===== src/rtl/iobus_uart_tx.sv =====
// iobus_uart_tx: memory-mapped 8N1 UART transmitter on the OTTER IOBUS.
// CPU stores to TXDATA fill a small FIFO; a bit-timing FSM drains it onto TX.
// STATUS and CTRL are read back through a registered RD_DATA port.
module iobus_uart_tx #(
    parameter int          CLK_RATE  = 50,
    parameter int          BAUD      = 115200,
    parameter int          DEPTH     = 8,
    parameter logic [31:0] BASE_ADDR = 32'h1100_0100
) (
    input  logic        CLK,
    input  logic        RESET_N,
    input  logic [31:0] IOBUS_ADDR,
    input  logic [31:0] IOBUS_OUT,
    input  logic        IOBUS_WR,
    output logic [31:0] RD_DATA,
    output logic        TX,
    output logic        IRQ
);

    // Cycles per bit, truncated.
    localparam int DIV    = (CLK_RATE * 1_000_000) / BAUD;
    localparam int PTR_W  = (DEPTH > 1) ? $clog2(DEPTH) : 1;
    localparam int CNT_W  = PTR_W + 1;
    localparam int BAUD_W = (DIV > 1) ? $clog2(DIV) : 1;

    localparam logic [BAUD_W-1:0] BAUD_LAST = BAUD_W'(DIV - 1);
    localparam logic [CNT_W-1:0]  CNT_FULL  = CNT_W'(DEPTH);

    localparam logic [31:0] ADDR_TXDATA = BASE_ADDR;
    localparam logic [31:0] ADDR_STATUS = BASE_ADDR + 32'h4;
    localparam logic [31:0] ADDR_CTRL   = BASE_ADDR + 32'h8;

    typedef enum logic [1:0] {
        S_IDLE,
        S_START,
        S_DATA,
        S_STOP
    } state_t;

    // Register state
    state_t              state_q, state_d;
    logic [BAUD_W-1:0]   baud_q, baud_d;
    logic [2:0]          bit_q, bit_d;
    logic [7:0]          shift_q, shift_d;
    logic                tx_q, tx_d;
    logic [PTR_W-1:0]    wr_ptr_q, wr_ptr_d;
    logic [PTR_W-1:0]    rd_ptr_q, rd_ptr_d;
    logic [CNT_W-1:0]    count_q, count_d;
    logic                overflow_q, overflow_d;
    logic                tx_en_q, tx_en_d;
    logic                irq_en_q, irq_en_d;
    logic                irq_q, irq_d;
    logic [31:0]         rd_data_q, rd_data_d;

    logic [7:0]          fifo_mem [DEPTH];

    logic                wr_txdata;
    logic                wr_status;
    logic                wr_ctrl;
    logic                push;
    logic                pop;
    logic                fifo_empty;
    logic                fifo_full;

    // Only the low byte of store data is ever transmitted.
    logic [23:0]         unused_out_bits;
    assign unused_out_bits = IOBUS_OUT[31:8];

    // Exact 32-bit compare also rejects any non-word-aligned address.
    assign wr_txdata  = IOBUS_WR && (IOBUS_ADDR == ADDR_TXDATA);
    assign wr_status  = IOBUS_WR && (IOBUS_ADDR == ADDR_STATUS);
    assign wr_ctrl    = IOBUS_WR && (IOBUS_ADDR == ADDR_CTRL);
    assign fifo_empty = (count_q == '0);
    assign fifo_full  = (count_q == CNT_FULL);

    // Bit-timing FSM: next state, baud counter, shifter, pop request, TX level.
    always_comb begin
        state_d = state_q;
        baud_d  = baud_q;
        bit_d   = bit_q;
        shift_d = shift_q;
        pop     = 1'b0;
        case (state_q)
            S_IDLE: begin
                if (tx_en_q && !fifo_empty) begin
                    pop     = 1'b1;
                    shift_d = fifo_mem[rd_ptr_q];
                    baud_d  = '0;
                    state_d = S_START;
                end
            end
            S_START: begin
                if (baud_q == BAUD_LAST) begin
                    baud_d  = '0;
                    bit_d   = 3'd0;
                    state_d = S_DATA;
                end else begin
                    baud_d = baud_q + 1'b1;
                end
            end
            S_DATA: begin
                if (baud_q == BAUD_LAST) begin
                    baud_d  = '0;
                    shift_d = {1'b0, shift_q[7:1]};
                    if (bit_q == 3'd7) begin
                        state_d = S_STOP;
                    end else begin
                        bit_d = bit_q + 1'b1;
                    end
                end else begin
                    baud_d = baud_q + 1'b1;
                end
            end
            S_STOP: begin
                if (baud_q == BAUD_LAST) begin
                    baud_d  = '0;
                    state_d = S_IDLE;
                end else begin
                    baud_d = baud_q + 1'b1;
                end
            end
            default: begin
                state_d = S_IDLE;
                baud_d  = '0;
            end
        endcase
        // TX flop follows the level of the state being entered, so the line
        // changes on the same edge as the state.
        case (state_d)
            S_START: tx_d = 1'b0;
            S_DATA:  tx_d = shift_d[0];
            default: tx_d = 1'b1;
        endcase
    end

    // FIFO bookkeeping: a push into a full FIFO is allowed only alongside a pop.
    always_comb begin
        push       = 1'b0;
        overflow_d = overflow_q;
        wr_ptr_d   = wr_ptr_q;
        rd_ptr_d   = rd_ptr_q;
        count_d    = count_q;
        if (wr_txdata) begin
            if (!fifo_full || pop) begin
                push = 1'b1;
            end else begin
                overflow_d = 1'b1;
            end
        end
        if (wr_status) begin
            overflow_d = 1'b0;
        end
        if (push) begin
            wr_ptr_d = wr_ptr_q + 1'b1;
        end
        if (pop) begin
            rd_ptr_d = rd_ptr_q + 1'b1;
        end
        case ({push, pop})
            2'b10:   count_d = count_q + 1'b1;
            2'b01:   count_d = count_q - 1'b1;
            default: count_d = count_q;
        endcase
    end

    // Control register, interrupt level and registered read mux.
    always_comb begin
        logic [31:0] count_ext;
        logic [3:0]  count_clamp;
        tx_en_d     = tx_en_q;
        irq_en_d    = irq_en_q;
        rd_data_d   = 32'h0;
        count_ext   = 32'(count_q);
        count_clamp = (count_ext > 32'd15) ? 4'hF : count_ext[3:0];
        if (wr_ctrl) begin
            tx_en_d  = IOBUS_OUT[0];
            irq_en_d = IOBUS_OUT[1];
        end
        irq_d = irq_en_q && fifo_empty && (state_q == S_IDLE);
        if (IOBUS_ADDR == ADDR_STATUS) begin
            rd_data_d = {24'h0, count_clamp, overflow_q,
                         (state_q != S_IDLE), fifo_empty, fifo_full};
        end else if (IOBUS_ADDR == ADDR_CTRL) begin
            rd_data_d = {30'h0, irq_en_q, tx_en_q};
        end
    end

    // FIFO storage: written without reset so it can map onto RAM primitives.
    always_ff @(posedge CLK) begin
        if (push) begin
            fifo_mem[wr_ptr_q] <= IOBUS_OUT[7:0];
        end
    end

    // State registers with synchronous active-low reset.
    always_ff @(posedge CLK) begin
        if (!RESET_N) begin
            state_q    <= S_IDLE;
            baud_q     <= '0;
            bit_q      <= 3'd0;
            shift_q    <= 8'h00;
            tx_q       <= 1'b1;
            wr_ptr_q   <= '0;
            rd_ptr_q   <= '0;
            count_q    <= '0;
            overflow_q <= 1'b0;
            tx_en_q    <= 1'b1;
            irq_en_q   <= 1'b0;
            irq_q      <= 1'b0;
            rd_data_q  <= 32'h0;
        end else begin
            state_q    <= state_d;
            baud_q     <= baud_d;
            bit_q      <= bit_d;
            shift_q    <= shift_d;
            tx_q       <= tx_d;
            wr_ptr_q   <= wr_ptr_d;
            rd_ptr_q   <= rd_ptr_d;
            count_q    <= count_d;
            overflow_q <= overflow_d;
            tx_en_q    <= tx_en_d;
            irq_en_q   <= irq_en_d;
            irq_q      <= irq_d;
            rd_data_q  <= rd_data_d;
        end
    end

    assign RD_DATA = rd_data_q;
    assign TX      = tx_q;
    assign IRQ     = irq_q;

endmodule


===== config.mk =====
export PLATFORM = sky130hd
export DESIGN_NAME = iobus_uart_tx
export DESIGN_NICKNAME = d
export VERILOG_FILES = /design/src/rtl/iobus_uart_tx.sv
export SDC_FILE = /design/constraint.sdc
export NUM_CORES = 1
export LEC_CHECK = 0
export ABC_AREA = 1
export CORE_ASPECT_RATIO = 0.8
export CORE_MARGIN = 3
export CORE_UTILIZATION = 46
export DETAILED_ROUTE_END_ITERATION = 16
export GPL_ROUTABILITY_DRIVEN = 0
export GPL_TIMING_DRIVEN = 0
export PLACE_DENSITY_LB_ADDON = 0.2
export SETUP_SLACK_MARGIN = 0.1
export SKIP_CTS_REPAIR_TIMING = 1
export SLEW_MARGIN = 20
export SYNTH_ARGS = -nofsm -noshare
export SYNTH_HDL_FRONTEND = slang
export SYNTH_SLANG_ARGS = --single-unit

===== constraint.sdc =====
create_clock -name CLK -period 2.2 [get_ports CLK]
set_clock_uncertainty 0.05 [all_clocks]
set_input_delay 0.44 -clock CLK [delete_from_list [all_inputs] [get_ports CLK]]
set_output_delay 0.44 -clock CLK [all_outputs]
set_load 0.02 [all_outputs]

# [Word level (Yosys, flattened, before mapping)]
# Memory sizes are Yosys's and may differ from the RTL's. A register that Yosys moved wholly into a read port is not among the register bits.
# Index checks and enable logic that the tools add are counted.
[totals] register_bits=69 latchBits=0 ram_bits=64 romBits=0 output_inout_bits=34 memories=1
[classes] n_addsub=6 mul=0 div=0 n_lt_le_gt_ge=0 eq_ne=17 shifts=0 n_mux=28 bitwise=2 reduce_logical=21
[mem_list] memory="fifo_mem" words=8 word_bits=8 read_ports=1 rd_ports_with_merged_regs=1 write_ports=1 line_no="55" text="logic [7:0] fifo_mem [DEPTH];"
[ops] cell="equality test 32 x 29 -> 1 bit, second input constant" n=3
[ops] cell="two-way mux 8 bit" n=3
[ops] cell="two-way mux 9 bit" n=2
[ops] cell="case mux 9 bit (2 select lines)" n=1
[ops] cell="case mux 8 bit (2 select lines)" n=1
[ops] cell="two-way mux 3 bit" n=5
[ops] cell="two-way mux 2 bit" n=6
[ops] cell="adder 3 x 1 -> 3 bit, second input constant" n=3
[ops] cell="adder 9 x 1 -> 9 bit, second input constant" n=1
[ops] cell="equality test 9 bit, second input constant" n=1
[ops] cell="equality test 2 bit, second input constant" n=4
[ops] cell="inequality test 2 bit, second input constant" n=4
[ops] cell="case mux 2 bit (4 select lines)" n=1
[ops] cell="case mux 4 bit (2 select lines)" n=1
[ops] cell="nonzero test 2 bit" n=4
[ops] cell="equality test 2 x 1 -> 1 bit, second input constant" n=3
[ops] cell="logical AND 1 bit" n=6
[ops] cell="two-way mux 1 bit" n=6
[ops] cell="case mux 3 bit (2 select lines)" n=1
[ops] cell="adder 4 x 1 -> 4 bit, second input constant" n=1
[ops] cell="equality test 4 bit, second input constant" n=1
[ops] cell="zero test 4 bit" n=1
[ops] cell="AND reduction 4 bit" n=1
[ops] cell="OR reduction 2 bit" n=2
[ops] cell="other kinds (10)" n=12

# [Depth between registers and ports, before layout]
[logic_depth] depth_word=10 depth_mapped=14

# [Least setup slack after synthesis]
# No wires, ideal clock.
[synth_timing] kind="in2reg" start="input port IOBUS_ADDR[11]" end="register count_q[2]" setup_time_ns=0.115 t_arrival_ns=2.095 slack_ns=-0.060 cell_stages=13 path_cell_list="nor2_1 > nand3b_1 > nor2_2 > nand2_2 > nor2_8 > nand3_4 > ha_1 > xor2_1 > ha_1 > a21oi_1 > xnor2_1 > o21ai_0 > inv_1"
[synth_between] elab_chain_cells=5 elab_cells_between_ends=7
[synth_rtl] element="start: declaration" line_no="12" text="input logic [31:0] IOBUS_ADDR,"
[synth_rtl] element="equality test 32 x 29 -> 1 bit *" line_no="70" text="assign wr_txdata = IOBUS_WR && (IOBUS_ADDR == ADDR_TXDATA);"
[synth_rtl] element="logical AND 1 bit *" line_no="70"
[synth_rtl] element="two-way mux 1 bit *" line_no="143" text="if (wr_txdata) begin"
[synth_rtl] element="equality test 2 x 1 -> 1 bit or equality test 2 bit (tied branches)" line_no="159" text="case ({push, pop})"
[synth_rtl] element="case mux 4 bit (2 select lines) or nonzero test 2 bit (tied branches)"
[synth_rtl] element="end signal: assignment" line_no="219" text="count_q <= count_d;"
[synth_rtl] element="end: declaration" line_no="48" text="logic [CNT_W-1:0] count_q, count_d;"
# Mark *: on every way between the ends. The rest lies on a longest branch, timed or not.
# A chain may end at the register's enable or synchronous reset.

# [Worst setup path in the final report]
[layout_timing] start="register state_q[0]" end="memory fifo_mem[5][1], enable pin"
[layout_between] elab_chain_cells=7
[layout_rtl] element="start: declaration" line_no="41" text="state_t state_q, state_d;"
[layout_rtl] element="start signal: assignment" line_no="212" text="state_q <= state_d;"
[layout_rtl] element="zero test 2 bit" line_no="83" text="case (state_q)"
[layout_rtl] element="two-way mux 1 bit" line_no="83"
[layout_rtl] element="logical OR 1 bit" line_no="144" text="if (!fifo_full || pop) begin"
[layout_rtl] element="two-way mux 1 bit" line_no="144"
[layout_rtl] element="two-way mux 1 bit" line_no="143"
[layout_rtl] element="two-way mux 1 bit" line_no="190" text="if (push) begin"
[layout_rtl] element="two-way mux 1 bit (not written as such)" line_no="191" text="fifo_mem[wr_ptr_q] <= IOBUS_OUT[7:0];"
[layout_rtl] element="end: declaration" line_no="55"
# No other way between the ends.

==> flow_metrics.env <==
export IMPL_synth_seq_area_share_pct=55.23
export IMPL_hp_class="primary input to flip-flop"
export IMPL_crit_family="simple AND/OR/NAND/NOR gates"
export IMPL_clockBufferDepth=2
export IMPL_grt_ovfl_total=0
export IMPL_cts_sinks=112
export IMPL_grt_max_degree=20
export IMPL_fmax_mhz=479.9
export IMPL_drive_gt1_share_pct=21.14
export IMPL_fin_util_pct=61.41
export IMPL_place_ws_ns=-0.6472
export IMPL_root_buffer="clkbuf_16"
export IMPL_nets=739
export IMPL_crit_fanout=8
export IMPL_combPwrFrac_pct=37.8
export IMPL_wl_met2_um=5814
export IMPL_synth_area_per_cell_um2=9.389
export IMPL_num_vias=4141
export IMPL_r2r_start="state_q[0]"
export IMPL_first_pass_iters=5
export IMPL_total_power_mw=6.680
export IMPL_hold_viol_final=0
export IMPL_yosys_warnings=0
export IMPL_initial_core_util_pct=47.56
export IMPL_required_ns=2.21
export IMPL_rr_worst_depth=7
export IMPL_fp_row_count=34
export IMPL_max_slew_margin_pct=60.46
export IMPL_area_delta_synth_final_pct=29.12
export IMPL_clockPowerShare_pct=24.6
export IMPL_outcome="complete, no violations"
export IMPL_n_fill_cell=902
export IMPL_core_area_um2=10980
export IMPL_crit_path_cell_trace="nor2_4, nand3_4, nand2_4, buf_4, nand4_2, nor3_4, buf_12"
export IMPL_placedCellCount=774
export IMPL_synth_cell_type_count=42
export IMPL_cts_buffers=9
export IMPL_die_area_um2=12670
export IMPL_top_layer="met4"
export IMPL_io_pins=101
export IMPL_drt_initial_drc_count=304
export IMPL_setup_viol_count_final=0
export IMPL_synth_cells=556
export IMPL_startpoint_type="flip-flop"
export IMPL_r2r_end="fifo_mem[5][1]"
export IMPL_num_antenna_cells=0
export IMPL_sw_frac_of_total_pct=35.19
export IMPL_worst_pin_slew_ns=0.5930
export IMPL_crit_arrival_ns=2.09
export IMPL_crit_path_end="fifo_mem[5][1]"
export IMPL_grt_pass1_wl_um=18330
export IMPL_p_leak_nw=2.832
export IMPL_portBuffers=51
export IMPL_max_vdd_ir_drop_v=0.0005899
export IMPL_fp_dieH_um=101.3
export IMPL_finalMaxSlewViolations=0
export IMPL_postRouteAntennaNets=0
export IMPL_grt_usage_pct=18.05
export IMPL_ff2ff_setup_slack_ns=0.12
export IMPL_cts_clk_slew_worst_paths_ns=0.07
export IMPL_power_density_nw_per_um2=991.1
export IMPL_wl_met3_um=947
export IMPL_wl_per_cell_um=14.77
export IMPL_drt_vias_per_instance=5.106
export IMPL_p_sw_mw=2.351
export IMPL_routed_wl_um=11980
export IMPL_worstSkewPairLatency_ns=0.34
export IMPL_maxCapViolCount=0
export IMPL_min_period_ns=2.084
export IMPL_crit_cells=7
export IMPL_worst_path_max_delay_cell="dfxtp_4"
export IMPL_internal_power_mw=4.330
export IMPL_fin_crit_sh_pct=94.72
export IMPL_critPathBufInv=2
export IMPL_rsz0062_at_grt="true"
export IMPL_drc=0
export IMPL_seq_power_share_pct=37.6
export IMPL_ys_top_cells_by_area="edfxtp_1 37%, dfxtp_1 18%, nor2_1 6.9%"
export IMPL_synth_area_um2=5220
export IMPL_cts_tree="yes"
export IMPL_critPathCaptureType="flip-flop"
export IMPL_met1_length_um=5049
export IMPL_startpoint="state_q[0]"
export IMPL_ys_ff_latch=112
export IMPL_layout_setup_ws_ns=0.1161
export IMPL_final_cell_count_no_fill=811
export IMPL_synth_top_area_share_pct=36.82
export IMPL_timing_worst_setup_path_type="flip-flop to flip-flop"
export IMPL_htree_levels=3
export IMPL_fp_dieW_um=125.1
export IMPL_netlist_top_cell_by_area="edfxtp_1"
export IMPL_antenna_found_initial=0
export IMPL_post_dp_hpwl_um=8213
export IMPL_grt_pass1_vias=3847
export IMPL_cp_slowest_stage_delay_ns=0.37
-- worst min-delay path: stages --
cell	delay, ns
buf_2	0.15
nand4_1	0.09
a21oi_1	0.05
-- routing by layer --
metal / vias to the layer above / global-route usage (%)
met5: - / 0
met4: 0 / 5.833
met3: 19 / 4.006
met2: 160 / 30.77
met1: 1920 / 23.23
li1: 2042 / -
-- cell usage in the layout, fill, tap and decap left out, types with 3 or more instances in the layout --
master           instances
a21oi_1                 19
a31oi_1                  7
buf_2                   10
buf_4                   44
clkbuf_1                 4
clkbuf_16                9
clkdlybuf4s50_1         19
conb_1                  24
dfxtp_1                 43
dfxtp_4                  4
dlymetal6s2s_1          30
edfxtp_1                64
ha_1                     7
inv_1                   38
inv_2                    7
nand2_1                 76
nand2_2                 10
nand2_4                  3
nand3_1                 35
nand3_4                  4
nand3b_1                 3
nand4_1                  5
nor2_1                  84
nor2_2                   8
nor2_4                  13
o211ai_1                11
o21ai_0                 39
o21ai_1                  6
xor2_1                   3
-- flip-flops by register name, indices dropped and copies added, names as in the netlist, named ones only --
| name | flops |
|---|---|
| fifo_mem | 64 |
| baud_q | 9 |
| RD_DATA | 8 |
| shift_q | 8 |
| count_q | 4 |
| bit_q | 3 |
| rd_ptr_q | 3 |
| wr_ptr_q | 3 |
| state_q | 2 |
| IRQ | 1 |
| TX | 1 |
| irq_en_q | 1 |
| overflow_q | 1 |
| tx_en_q | 1 |
-- power by group through the flow --
stage | Combinational (mW) | Clock (mW) | Sequential (mW)
after floorplan | 1.52 | 0 | 2.51
after global placement | 2.03 | 0 | 2.51
after detailed placement | 2.10 | 0 | 2.52
after CTS | 2.11 | 1.66 | 2.48
after global routing | 2.75 | 1.74 | 2.53
final | 2.52 | 1.64 | 2.51
-- synth_stat cells, drive strengths merged --
cell	count
o211a	1
clkbuf	4
a21boi	1
buf	36
xnor2	1
nand3b	3
a211oi	2
o21ai	46
ha	9
o221ai	1
o211ai	11
nand2	89
or2	1
nor3	2
nor2	106
nor3b	1
a31oi	7
dfxtp	48
conb	1
edfxtp	64
inv	46
xor2	5
nand3	41
a21oi	21
clkinv	1
nand4	7
o22ai	1
-- cells by family after synthesis --
kind of cell	synth area share, %
other cells	0.07184
buf+inv	8.581
compound gates	10.04
xor+xnor	1.007
simple gates	22.91
flops	55.23
fa+ha+maj	2.157
-- stage by stage --
stage	hold WS [ns]	instance area [µm²]	TNS [ns]
2_1_floorplan	0.3660	5335	0
3_3_place_gp	0.3890	6026	-38.73
3_5_place_dp	0.3916	6026	-40.50
4_1_cts	0.3840	6327	-16.04
5_1_grt	0.4154	6740	0
6_report	0.3906	6740	0
-- worst min path at each step --
stage,from,end,cells past startpoint
floorplan,overflow_q,RD_DATA[3],2
global placement,overflow_q,RD_DATA[3],2
detailed placement,overflow_q,RD_DATA[3],2
CTS,IOBUS_WR,overflow_q,3
global route,IOBUS_WR,overflow_q,3
finish,IOBUS_WR,overflow_q,3
-- layout make-up --
cell class                 count  area [µm²]  share of cell area (%)
clock inverter                 6       76.32                   1.132
sequential                   112        2899                   43.01
clock buffer                   9       225.2                   3.341
buffer                        40       275.3                   4.084
multi-input combinational    380        2140                   31.74
timing repair buffer          73       765.7                   11.36
inverter                      47       178.9                   2.655
tap                          144       180.2                   2.673
No activity file was read; power rests on OpenSTA's default activity.
